**src/rtl/id_tracker_pkg.sv**
```systemverilog
// Shared types and helpers for the in-flight ID tracker.
// The round-robin search helper is only used when ID_TRACKER_RR_EN is defined.
package id_tracker_pkg;

    localparam int DEF_NUM_IDS = 8;
    localparam int DEF_ID_W    = $clog2(DEF_NUM_IDS);
    localparam int MAX_IDS     = 64;

    typedef logic [DEF_ID_W-1:0]    id_t;
    typedef logic [DEF_NUM_IDS-1:0] id_vec_t;
    typedef logic [MAX_IDS-1:0]     wide_vec_t;

    // Rotates the low 'width' bits of vec right by amt (bit amt lands at bit 0);
    // bits at and above 'width' come back as zero.
    function automatic wide_vec_t rotate_right(input wide_vec_t   vec,
                                               input int unsigned amt,
                                               input int unsigned width);
        wide_vec_t r;
        wide_vec_t sh;
        r  = '0;
        sh = '0;
        for (int unsigned i = 0; i < MAX_IDS; i++) begin
            if (i < width) begin
                sh   = vec >> ((i + amt) % width);
                r[i] = sh[0];
            end
        end
        return r;
    endfunction

endpackage

```
**src/rtl/integer_to_one_hot.sv**
```systemverilog
// Combinational integer-to-one-hot decoder.
// Output is all-zero when i_en is low or i_value is out of range.
module integer_to_one_hot #(
    parameter  int C_WIDTH = 8,
    localparam int C_IN_W  = (C_WIDTH > 1) ? $clog2(C_WIDTH) : 1
) (
    input  logic              i_en,
    input  logic [C_IN_W-1:0] i_value,
    output logic [C_WIDTH-1:0] o_one_hot
);

    genvar gi;
    generate
        for (gi = 0; gi < C_WIDTH; gi++) begin : g_bit
            assign o_one_hot[gi] = i_en && (i_value == C_IN_W'(gi));
        end
    endgenerate

endmodule

```
**src/rtl/id_inflight_tracker.sv**
```systemverilog
// Tracks in-flight transaction IDs: grants free IDs, retires them in any order.
// Define ID_TRACKER_RR_EN for round-robin grant; default is lowest-index-first.
module id_inflight_tracker
    import id_tracker_pkg::*;
#(
    parameter  int NUM_IDS = 8,
    localparam int ID_W    = $clog2(NUM_IDS),
    localparam int CNT_W   = $clog2(NUM_IDS + 1)
) (
    input  logic               clk,
    input  logic               rst,
    input  logic               alloc_req,
    output logic               alloc_valid,
    output logic [ID_W-1:0]    alloc_id,
    output logic [NUM_IDS-1:0] alloc_one_hot,
    input  logic               retire_valid,
    input  logic [ID_W-1:0]    retire_id,
    output logic [NUM_IDS-1:0] inflight,
    output logic [CNT_W-1:0]   count,
    output logic               full,
    output logic               empty,
    output logic               retire_err
);

    logic [NUM_IDS-1:0] r_inflight;
    logic [CNT_W-1:0]   r_count;
    logic               r_retire_err;

    logic [NUM_IDS-1:0] w_free;
    wide_vec_t          w_free_wide;
    wide_vec_t          w_search_wide;
    logic [ID_W-1:0]    w_base;
    int                 w_offset;
    int                 w_sum;
    logic [ID_W-1:0]    w_alloc_id;
    logic [NUM_IDS-1:0] w_alloc_oh;
    logic [NUM_IDS-1:0] w_retire_oh;
    logic               w_alloc_fire;
    logic               w_retire_legal;
    logic               w_retire_illegal;
    logic [NUM_IDS-1:0] w_inflight_next;

    assign w_free = ~r_inflight;

    always_comb begin
        w_free_wide                = '0;
        w_free_wide[NUM_IDS-1:0]   = w_free;
    end

`ifdef ID_TRACKER_RR_EN
    logic [ID_W-1:0] r_rr_ptr;
    logic [ID_W-1:0] w_rr_next;

    assign w_base        = r_rr_ptr;
    assign w_search_wide = rotate_right(w_free_wide, 32'(r_rr_ptr), 32'(NUM_IDS));
    assign w_rr_next     = (w_alloc_id == ID_W'(NUM_IDS - 1)) ? '0 : w_alloc_id + ID_W'(1);

    always_ff @(posedge clk or posedge rst) begin
        if (rst) begin
            r_rr_ptr <= '0;
        end else if (w_alloc_fire) begin
            r_rr_ptr <= w_rr_next;
        end
    end
`else
    assign w_base        = '0;
    assign w_search_wide = w_free_wide;
`endif

    // Find-first from bit 0 of the (possibly rotated) free vector, then undo the rotation.
    always_comb begin
        w_offset = 0;
        for (int i = MAX_IDS - 1; i >= 0; i--) begin
            if (w_search_wide[i]) begin
                w_offset = i;
            end
        end
        w_sum = int'(w_base) + w_offset;
        if (w_sum >= NUM_IDS) begin
            w_sum = w_sum - NUM_IDS;
        end
        w_alloc_id = ID_W'(w_sum);
    end

    assign alloc_valid  = |w_free;
    assign w_alloc_fire = alloc_req && alloc_valid;

    integer_to_one_hot #(.C_WIDTH(NUM_IDS)) u_alloc_dec (
        .i_en      (alloc_valid),
        .i_value   (w_alloc_id),
        .o_one_hot (w_alloc_oh)
    );

    integer_to_one_hot #(.C_WIDTH(NUM_IDS)) u_retire_dec (
        .i_en      (retire_valid),
        .i_value   (retire_id),
        .o_one_hot (w_retire_oh)
    );

    // An out-of-range id decodes to zero, so it can never match an occupied bit.
    assign w_retire_legal   = |(w_retire_oh & r_inflight);
    assign w_retire_illegal = retire_valid && !w_retire_legal;

    assign w_inflight_next = (r_inflight | (w_alloc_fire ? w_alloc_oh : '0))
                           & ~(w_retire_legal ? w_retire_oh : '0);

    always_ff @(posedge clk or posedge rst) begin
        if (rst) begin
            r_inflight   <= '0;
            r_count      <= '0;
            r_retire_err <= 1'b0;
        end else begin
            r_inflight <= w_inflight_next;
            case ({w_alloc_fire, w_retire_legal})
                2'b10:   r_count <= r_count + CNT_W'(1);
                2'b01:   r_count <= r_count - CNT_W'(1);
                default: r_count <= r_count;
            endcase
            if (w_retire_illegal) begin
                r_retire_err <= 1'b1;
            end
        end
    end

    assign alloc_id      = w_alloc_id;
    assign alloc_one_hot = w_alloc_oh;
    assign inflight      = r_inflight;
    assign count         = r_count;
    assign full          = (r_count == CNT_W'(NUM_IDS));
    assign empty         = (r_count == '0);
    assign retire_err    = r_retire_err;

endmodule

```
**config.mk**
```make
export PLATFORM = sky130hd
export DESIGN_NAME = id_inflight_tracker
export DESIGN_NICKNAME = d
export VERILOG_FILES = /design/src/rtl/id_tracker_pkg.sv /design/src/rtl/integer_to_one_hot.sv /design/src/rtl/id_inflight_tracker.sv
export SDC_FILE = /design/constraint.sdc
export NUM_CORES = 1
export LEC_CHECK = 0
export BUFFER_PORTS_ARGS = -buffer_cell sky130_fd_sc_hd__buf_2
export CORE_UTILIZATION = 40
export DETAILED_ROUTE_END_ITERATION = 8
export GPL_ROUTABILITY_DRIVEN = 0
export GPL_TIMING_DRIVEN = 0
export PLACE_DENSITY = 0.67
export SLEW_MARGIN = 20
export SYNTH_ARGS = -nofsm -noshare
export SYNTH_HDL_FRONTEND = slang
export SYNTH_SLANG_ARGS = --single-unit
```
**constraint.sdc**
```tcl
create_clock -name clk -period 6.9 [get_ports clk]
set_clock_uncertainty 0.2 [all_clocks]
set_input_delay 0 -clock clk [delete_from_list [all_inputs] [get_ports clk]]
set_output_delay 0 -clock clk [all_outputs]
set_load 0.01 [all_outputs]
```
==> summary.md, run 1 <==
| Metric | Value |
|---|---|
| Vias in the first global route | `~810` |
| Slew headroom | `0.673` |
| Main combinational cell family by area after synthesis | `simple AND/OR/NAND/NOR gates` |
| Min cycle time layout | `around 2.8 ns` |
| First-pass GRT wire length | `3820 um` |
| Commonest non-fill, non-tap cell in the layout | `buf_2` |
| Layout Nets | `159` |
| Yosys warns | `0` |
| Diode count | `0` |
| TNS Setup | `0 ns` |
| Status | `finished, final reports clean` |
| P_sw | `roughly 200 uW` |
| Asr flop ratio synth | `1.00` |
| Hold WS | `0.0831 ns` |
| CP Data Required Time | `around 6.9 ns` |
| Slew @ Worst Pin | `0.490 ns` |
| Unrepaired setup endpoints after global routing | `false` |
| Complex-gate fraction of the synthesized area | `0.171` |
| Layout cells sized above 1 | `0.277` |
| Clock buffer depth | `2` |
| Seq/Total Area, Yosys | `0.364` |
| R2R cell count | `12` |
| Die area | `around 2400 sq um` |
| Initial Utilization | `0.442` |
| CTS buffer count | `3` |
| Vert. Die Dim | `about 49 um` |
| Primary FF master, synth | `dfrtp_1` |
| FF+latch count, synth | `13` |
| R2r endpoint | `count[2]$_DFFE_PP0P_` |
| Met3 WL | `101 um` |
| Logic pwr share | `0.559` |
| Met1 wire length | `1110 um` |
| Seq pwr share | `0.334` |
| Cell row count | `16` |
| Flop2flop setup slack | `just over 4 ns` |
| Startpoint types | `primary input` |
| Clock slew at reported path FFs | `0.08 ns` |
| Highest clock rate | `354 MHz` |
| Post-synth EDFFs | `0` |
| Power per Cell Area | `375 nW/um^2` |
| Met2 wire length | `1040 um` |
| Remaining global-route overflow | `0` |
| Final hold violations | `0` |
| Final setup vio count | `0` |
| Worst VDD drop | `between 0.2 and 0.3 mV` |
| Post-Synth Adder-Cell Area | `0.0420` |
| Clk pwr share | `0.107` |
| Critical Path Sink Type | `flop` |
| Simple-Gate Fraction of Synth Area | `0.290` |
| Internal power | `~250 uW` |
| Most frequent cells in the layout | `30 x buf_2, 13 x dfrtp_1, 12 x nor2_1, 10 x nand2_1, 9 x dlygate4sd3_1` |
| Largest net degree at the start of global routing | `14` |
| Port Buffers | `30` |
| Mapped Area | `893 sq um` |
| CTS tree | `yes` |
| Sw Ratio | `0.453` |
| Setup ws final | `4.08 ns` |
| Synth Area in XOR/XNOR | `0.0490` |
| Die width | `about 49 um` |
| Initial antenna violation count | `0` |
| Tot Pwr | `448 uW` |
| Slew Limit Fails | `0` |
| Layout fillers | `191` |
| Placed instance count | `about 160` |
| Origin of the critical flop-to-flop path | `inflight[2]$_DFF_PP0_` |
| Resize count post-CTS | `0` |
| Final Cycle Share | `0.409` |
| Placed cell area | `1080 sq um` |
| Vias/cell | `between 5 and 6` |
| Post-synthesis mux area share | `0.0238` |
| Post-Route Utilization | `0.591` |
| Worst EP arrival | `2.79 ns` |
| Cell variety after synth | `35` |
| Routed wire per std cell | `around 13 um` |
| Non-Filler Instances | `around 180` |
| Syn avg cell area | `between 8 and 9 sq um` |
| Skew-Pair Late Insertion Delay | `~0.28 ns` |
| DR vias | `919` |
| Syn_nets | `115` |
| Final HPWL DP | `1580 um` |
| Maxcap violations | `0` |
| Total wire length | `2290 um` |
| Iter 0 DRT Violations | `26` |
| CTS root buf | `clkbuf_4` |
| Layout overhead on the synthesized area | `33.8%` |
| Pleak | `0.568 nW` |
| First-pass DRT Iterations | `4` |
| CTS H-tree lvls | `1` |
| Min-Delay Path Class | `primary input to asynchronous set/reset pin` |
| Post-placement setup slack | `~4.2 ns` |
| Placeable Area | `between 2000 and 2500 sq um` |
| Gr usage total | `0.206` |
| Max Fanout on Critical Path | `7` |
| Setup CP Type | `primary input to flop` |
| Design area | `1190 sq um` |
| IO Count | `34` |
| Final ANT Viol Nets | `0` |
| DRC Markers | `0` |
| Synthesized netlist cell count | `105` |
| Max layer used | `met4` |
| CTS sink count | `13` |
cell families after synthesis:
family          after synthesis
compound gates               25
flops                        13
fa+ha+maj                     3
simple gates                 47
xor+xnor                      5
buf+inv                      10
mux                           2
layer usage:
layer,vias to the layer above,track usage
met5,-,0
met4,0,0.0931
met3,4,0.0374
met2,27,0.315
met1,424,0.278
li1,464,-
flip-flops by register name, indices dropped and copies added (netlist names):
register,count
inflight,8
retire_err,1
count,4
repair_timing:
action | 4_1_cts | 5_1_grt
hold endpoints to repair | 22 | 0
setup buffers | 0 | 0
setup endpoints to repair | 0 | 0
hold buffers | 9 | 0
worst max-delay path by stage:
| stage | start | to | depth (start not counted) |
|---|---|---|---|
| detailed placement | inflight[2]$_DFF_PP0_ | count[2]$_DFFE_PP0P_ | 12 |
| global placement | inflight[2]$_DFF_PP0_ | count[2]$_DFFE_PP0P_ | 12 |
| CTS | retire_valid | count[2]$_DFFE_PP0P_ | 13 |
| global route | retire_valid | count[2]$_DFFE_PP0P_ | 13 |
| floorplan | inflight[2]$_DFF_PP0_ | count[2]$_DFFE_PP0P_ | 12 |
| finish | retire_valid | count[2]$_DFFE_PP0P_ | 13 |
power groups by stage:
stage,combinational (mW),clock (mW),sequential (mW)
3_5_place_dp,0.236,0,0.151
4_1_cts,0.248,0.0485,0.150
3_3_place_gp,0.231,0,0.149
5_1_grt,0.276,0.0534,0.157
2_1_floorplan,0.145,0,0.155
6_report,0.250,0.0482,0.150
cells in the mapped netlist, types with 2 or more instances:
master	number	area, sq um
a41oi_1	2	17.5
a31oi_1	5	31.3
nor2_1	12	45.0
nand2_1	10	37.5
a21oi_1	8	40.0
nor3b_1	2	15.0
inv_1	5	18.8
nand3b_1	2	15.0
buf_4	2	15.0
xor2_1	4	35.0
o21ai_0	6	30.0
dfrtp_1	13	325
nand3_1	4	20.0
ha_1	3	37.5
nor4_1	3	18.8
and3_1	2	12.5
nor2b_1	4	25.0
area by class of cell:
class	instances	area (sq um)	area share
multi-input cells	82	514	0.430
repair buffers	39	240	0.201
plain buffers	5	35.0	0.0293
inverters	5	18.8	0.0157
clock buffers	3	22.5	0.0188
well taps	27	33.8	0.0283
flip-flops and latches	13	325	0.272
clock inverters	1	5.00	0.00419
critical path: stages:
cell           delay [ns]
dlygate4sd3_1        0.56
buf_2                0.17
nor2b_1              0.18
and3_4               0.19
nor4_1               0.33
o21ai_0              0.19
ha_1                 0.31
xor2_1               0.17
ha_1                 0.18
a21oi_1              0.14
xor2_1               0.16
nor2_1               0.06
xor2_1               0.14
(Power assumes the default switching activity.)
==> run 2: changes to the inputs <==
- clock period: 6.9 -> 2.6 ns (I/O delays scaled with it)
==> summary.md, run 2 (same netlist as run 1, synthesis figures left out) <==
| Metric | Value |
|---|---|
| Remaining global-route overflow | `0 (unchanged)` |
| Max incr delay on CP | `0.37 ns (-0.19 ns)` |
| Final HPWL DP | `1530 um (-3.2%)` |
| Min cycle time layout | `2.57 ns` |
| CTS root buf | `clkbuf_4` |
| Logic pwr share | `0.580 (+0.021)` |
| CTS sink count | `13 (unchanged)` |
| Highest clock rate | `389 MHz` |
| Gr usage total | `0.194 (-0.0118)` |
| Port Buffers | `30 (unchanged)` |
| Slew headroom | `0.667 (-0.00623)` |
| Met2 wire length | `1090 um (+5.2%)` |
| Final ANT Viol Nets | `0 (unchanged)` |
| Unrepaired setup endpoints after global routing | `true` |
| Die area | `2430 sq um (unchanged)` |
| First-pass GRT wire length | `3670 um (-4.0%)` |
| CTS tree | `yes` |
| Die width | `49.3 um (unchanged)` |
| Layout cells sized above 1 | `0.359 (+0.0825)` |
| Total wire length | `2360 um (+3.1%)` |
| Skew-Pair Late Insertion Delay | `0.28 ns (about the same)` |
| Layout fillers | `171 (-10%)` |
| Slew Limit Fails | `0 (unchanged)` |
| Layout Nets | `164 (+3.1%)` |
| Clock slew at reported path FFs | `0.09 ns (about the same)` |
| Status | `finished, final reports clean` |
| CP dominant cell by count | `xor2_1` |
| Max Fanout on Critical Path | `5 (-2)` |
| Vias/cell | `5.25 (about the same)` |
| Final Cycle Share | `0.989` |
| First-pass DRT Iterations | `4 (unchanged)` |
| Setup ws final | `0.0276 ns (-4.05 ns)` |
| Vias in the first global route | `827 (+1.6%)` |
| Maxcap violations | `0 (unchanged)` |
| Vert. Die Dim | `49.3 um (unchanged)` |
| Met3 WL | `122 um (+21%)` |
| DR vias | `945 (+2.8%)` |
| Clk pwr share | `0.104 (-0.003)` |
| CP Data Required Time | `2.61 ns (-4.25 ns)` |
| Iter 0 DRT Violations | `29 (+12%)` |
| Layout overhead on the synthesized area | `43.3%` |
| Worst EP arrival | `2.58 ns (-0.21 ns)` |
| Initial antenna violation count | `0 (unchanged)` |
| Routed wire per std cell | `13.1 um (+0.19%)` |
| CTS H-tree lvls | `1 (unchanged)` |
| Final hold violations | `0 (unchanged)` |
| Critical-path top delay cell | `dfrtp_1` |
| Internal power | `711 uW (+190%)` |
| Slew @ Worst Pin | `0.499 ns (+0.00934 ns)` |
| Critical Path Sink Type | `flop` |
| Setup CP Type | `flop to flop` |
| Max layer used | `met4` |
| Max FFs per register | `8 (unchanged)` |
| Largest net degree at the start of global routing | `14 (unchanged)` |
| Sw Ratio | `0.439 (-0.0132)` |
| Reg area | `327 sq um (+0.38%)` |
| Multi-input gate area | `558 sq um (+8.5%)` |
| Placed cell area | `1080 sq um (+0.23%)` |
| Worst VDD drop | `0.482 mV (+85%)` |
| CTS buffer count | `3 (unchanged)` |
| IO Count | `34 (unchanged)` |
| Min-Delay Path Class | `primary input to asynchronous set/reset pin` |
| Critical Path, Cell by Cell | `buf_6, or3b_1, a21oi_2, nor4_2, o21ai_1, ha_2, xor2_1, ha_2, a21oi_2, xor2_1, nor2_1, xor2_1` |
| Placeable Area | `2020 sq um (unchanged)` |
| Design area | `1280 sq um (+7.1%)` |
| Flop2flop setup slack | `0.03 ns (-4.12 ns)` |
| Initial Utilization | `0.442 (unchanged)` |
| Startpoint types | `flop` |
| Seq pwr share | `0.316 (-0.018)` |
| Post-placement setup slack | `-0.0854 ns (-4.24 ns)` |
| Most frequent cells in the layout | `30 x buf_2, 12 x nor2_1, 12 x dfrtp_1, 10 x nand2_1, 9 x dlygate4sd3_1` |
| Clock buffer depth | `2 (unchanged)` |
| Cell row count | `16 (unchanged)` |
| Diode count | `0 (unchanged)` |
| DRC Markers | `0 (unchanged)` |
| Hold WS | `0.0748 ns (-0.00839 ns)` |
| Pleak | `0.590 nW (+3.9%)` |
| Final setup vio count | `0 (unchanged)` |
| Commonest non-fill, non-tap cell in the layout | `buf_2` |
| Power per Cell Area | `992 nW/um^2 (+160%)` |
| Met1 wire length | `1130 um (+1.1%)` |
| P_sw | `558 uW (+170%)` |
==> run 2: cell count changes in the layout (fill, tap and decap cells not counted), sizes merged <==
cell | previous run | this run
clkbuf | 5 | 6
buf | 33 | 38
clkinv | 1 | 0
==> run 2: worst paths after layout <==
kind | start | endpoint | cells past startpoint
hold / removal | rst | inflight[4]$_DFF_PP0_ | 3
setup reg to reg | inflight[2]$_DFF_PP0_ | count[2]$_DFFE_PP0P_ | 12
min in group clk | retire_err$_DFFE_PP0P_ | retire_err$_DFFE_PP0P_ | 1
max in group asynchronous | rst | inflight[1]$_DFF_PP0_ | 3
hold reg to reg | retire_err$_DFFE_PP0P_ | retire_err$_DFFE_PP0P_ | 1
setup / recovery | inflight[2]$_DFF_PP0_ | count[2]$_DFFE_PP0P_ | 12
==> run 2: final cells by class <==
type	count	area share
sequential	13	0.255
inverter	5	0.0147
multi-input combinational	82	0.436
tap	27	0.0264
timing repair buffer	44	0.217
buffer	5	0.0303
clock buffer	4	0.0205
==> run 2: critical path, delay by kind of cell (launching register included) <==
kind | cells | cell delay (ns)
XOR/XNOR | 3 | 0.47
buffers and inverters | 1 | 0.11
AND/OR/NAND/NOR | 3 | 0.58
adder cells (fa/ha/maj) | 2 | 0.43
AO/OA/AOI/OAI | 3 | 0.33
flip-flops | 1 | 0.37
==> run 2: metrics by stage <==
stage / util / power, mW / std cells / setup TNS [ns]
after floorplan: - / 0.798 / 105 / 0
after global placement: 0.534 / 1.01 / 162 / -0.0475
after detailed placement: 0.534 / 1.02 / 162 / -0.0854
after CTS: 0.606 / 1.19 / 178 / 0
after global routing: 0.633 / 1.37 / 180 / -0.216
final: 0.633 / 1.27 / 180 / 0
==> run 2: timing repair <==
| item | CTS | global route |
|---|---|---|
| resized for setup | 2 | 9 |
| pin swaps | 2 | 6 |
| hold endpoints to repair | 22 | 0 |
| setup buffers | 3 | 2 |
| endpoints found under the setup margin | 2 | 2 |
| hold buffers | 9 | 0 |
==> run 2: routing by layer <==
metal  global-route usage  vias to the layer above
li1                     -                      476
met1                0.255                      430
met2                0.315                       35
met3               0.0312                        4
met4               0.0735                        0
met5                    0                        -
==> run 2: power by group through the flow <==
stage	sequential (mW)	combinational, mW	clock, mW
floorplan	0.411	0.387	0
global placement	0.393	0.612	0
detailed placement	0.396	0.627	0
CTS	0.392	0.671	0.129
global route	0.421	0.807	0.138
finish	0.401	0.736	0.132
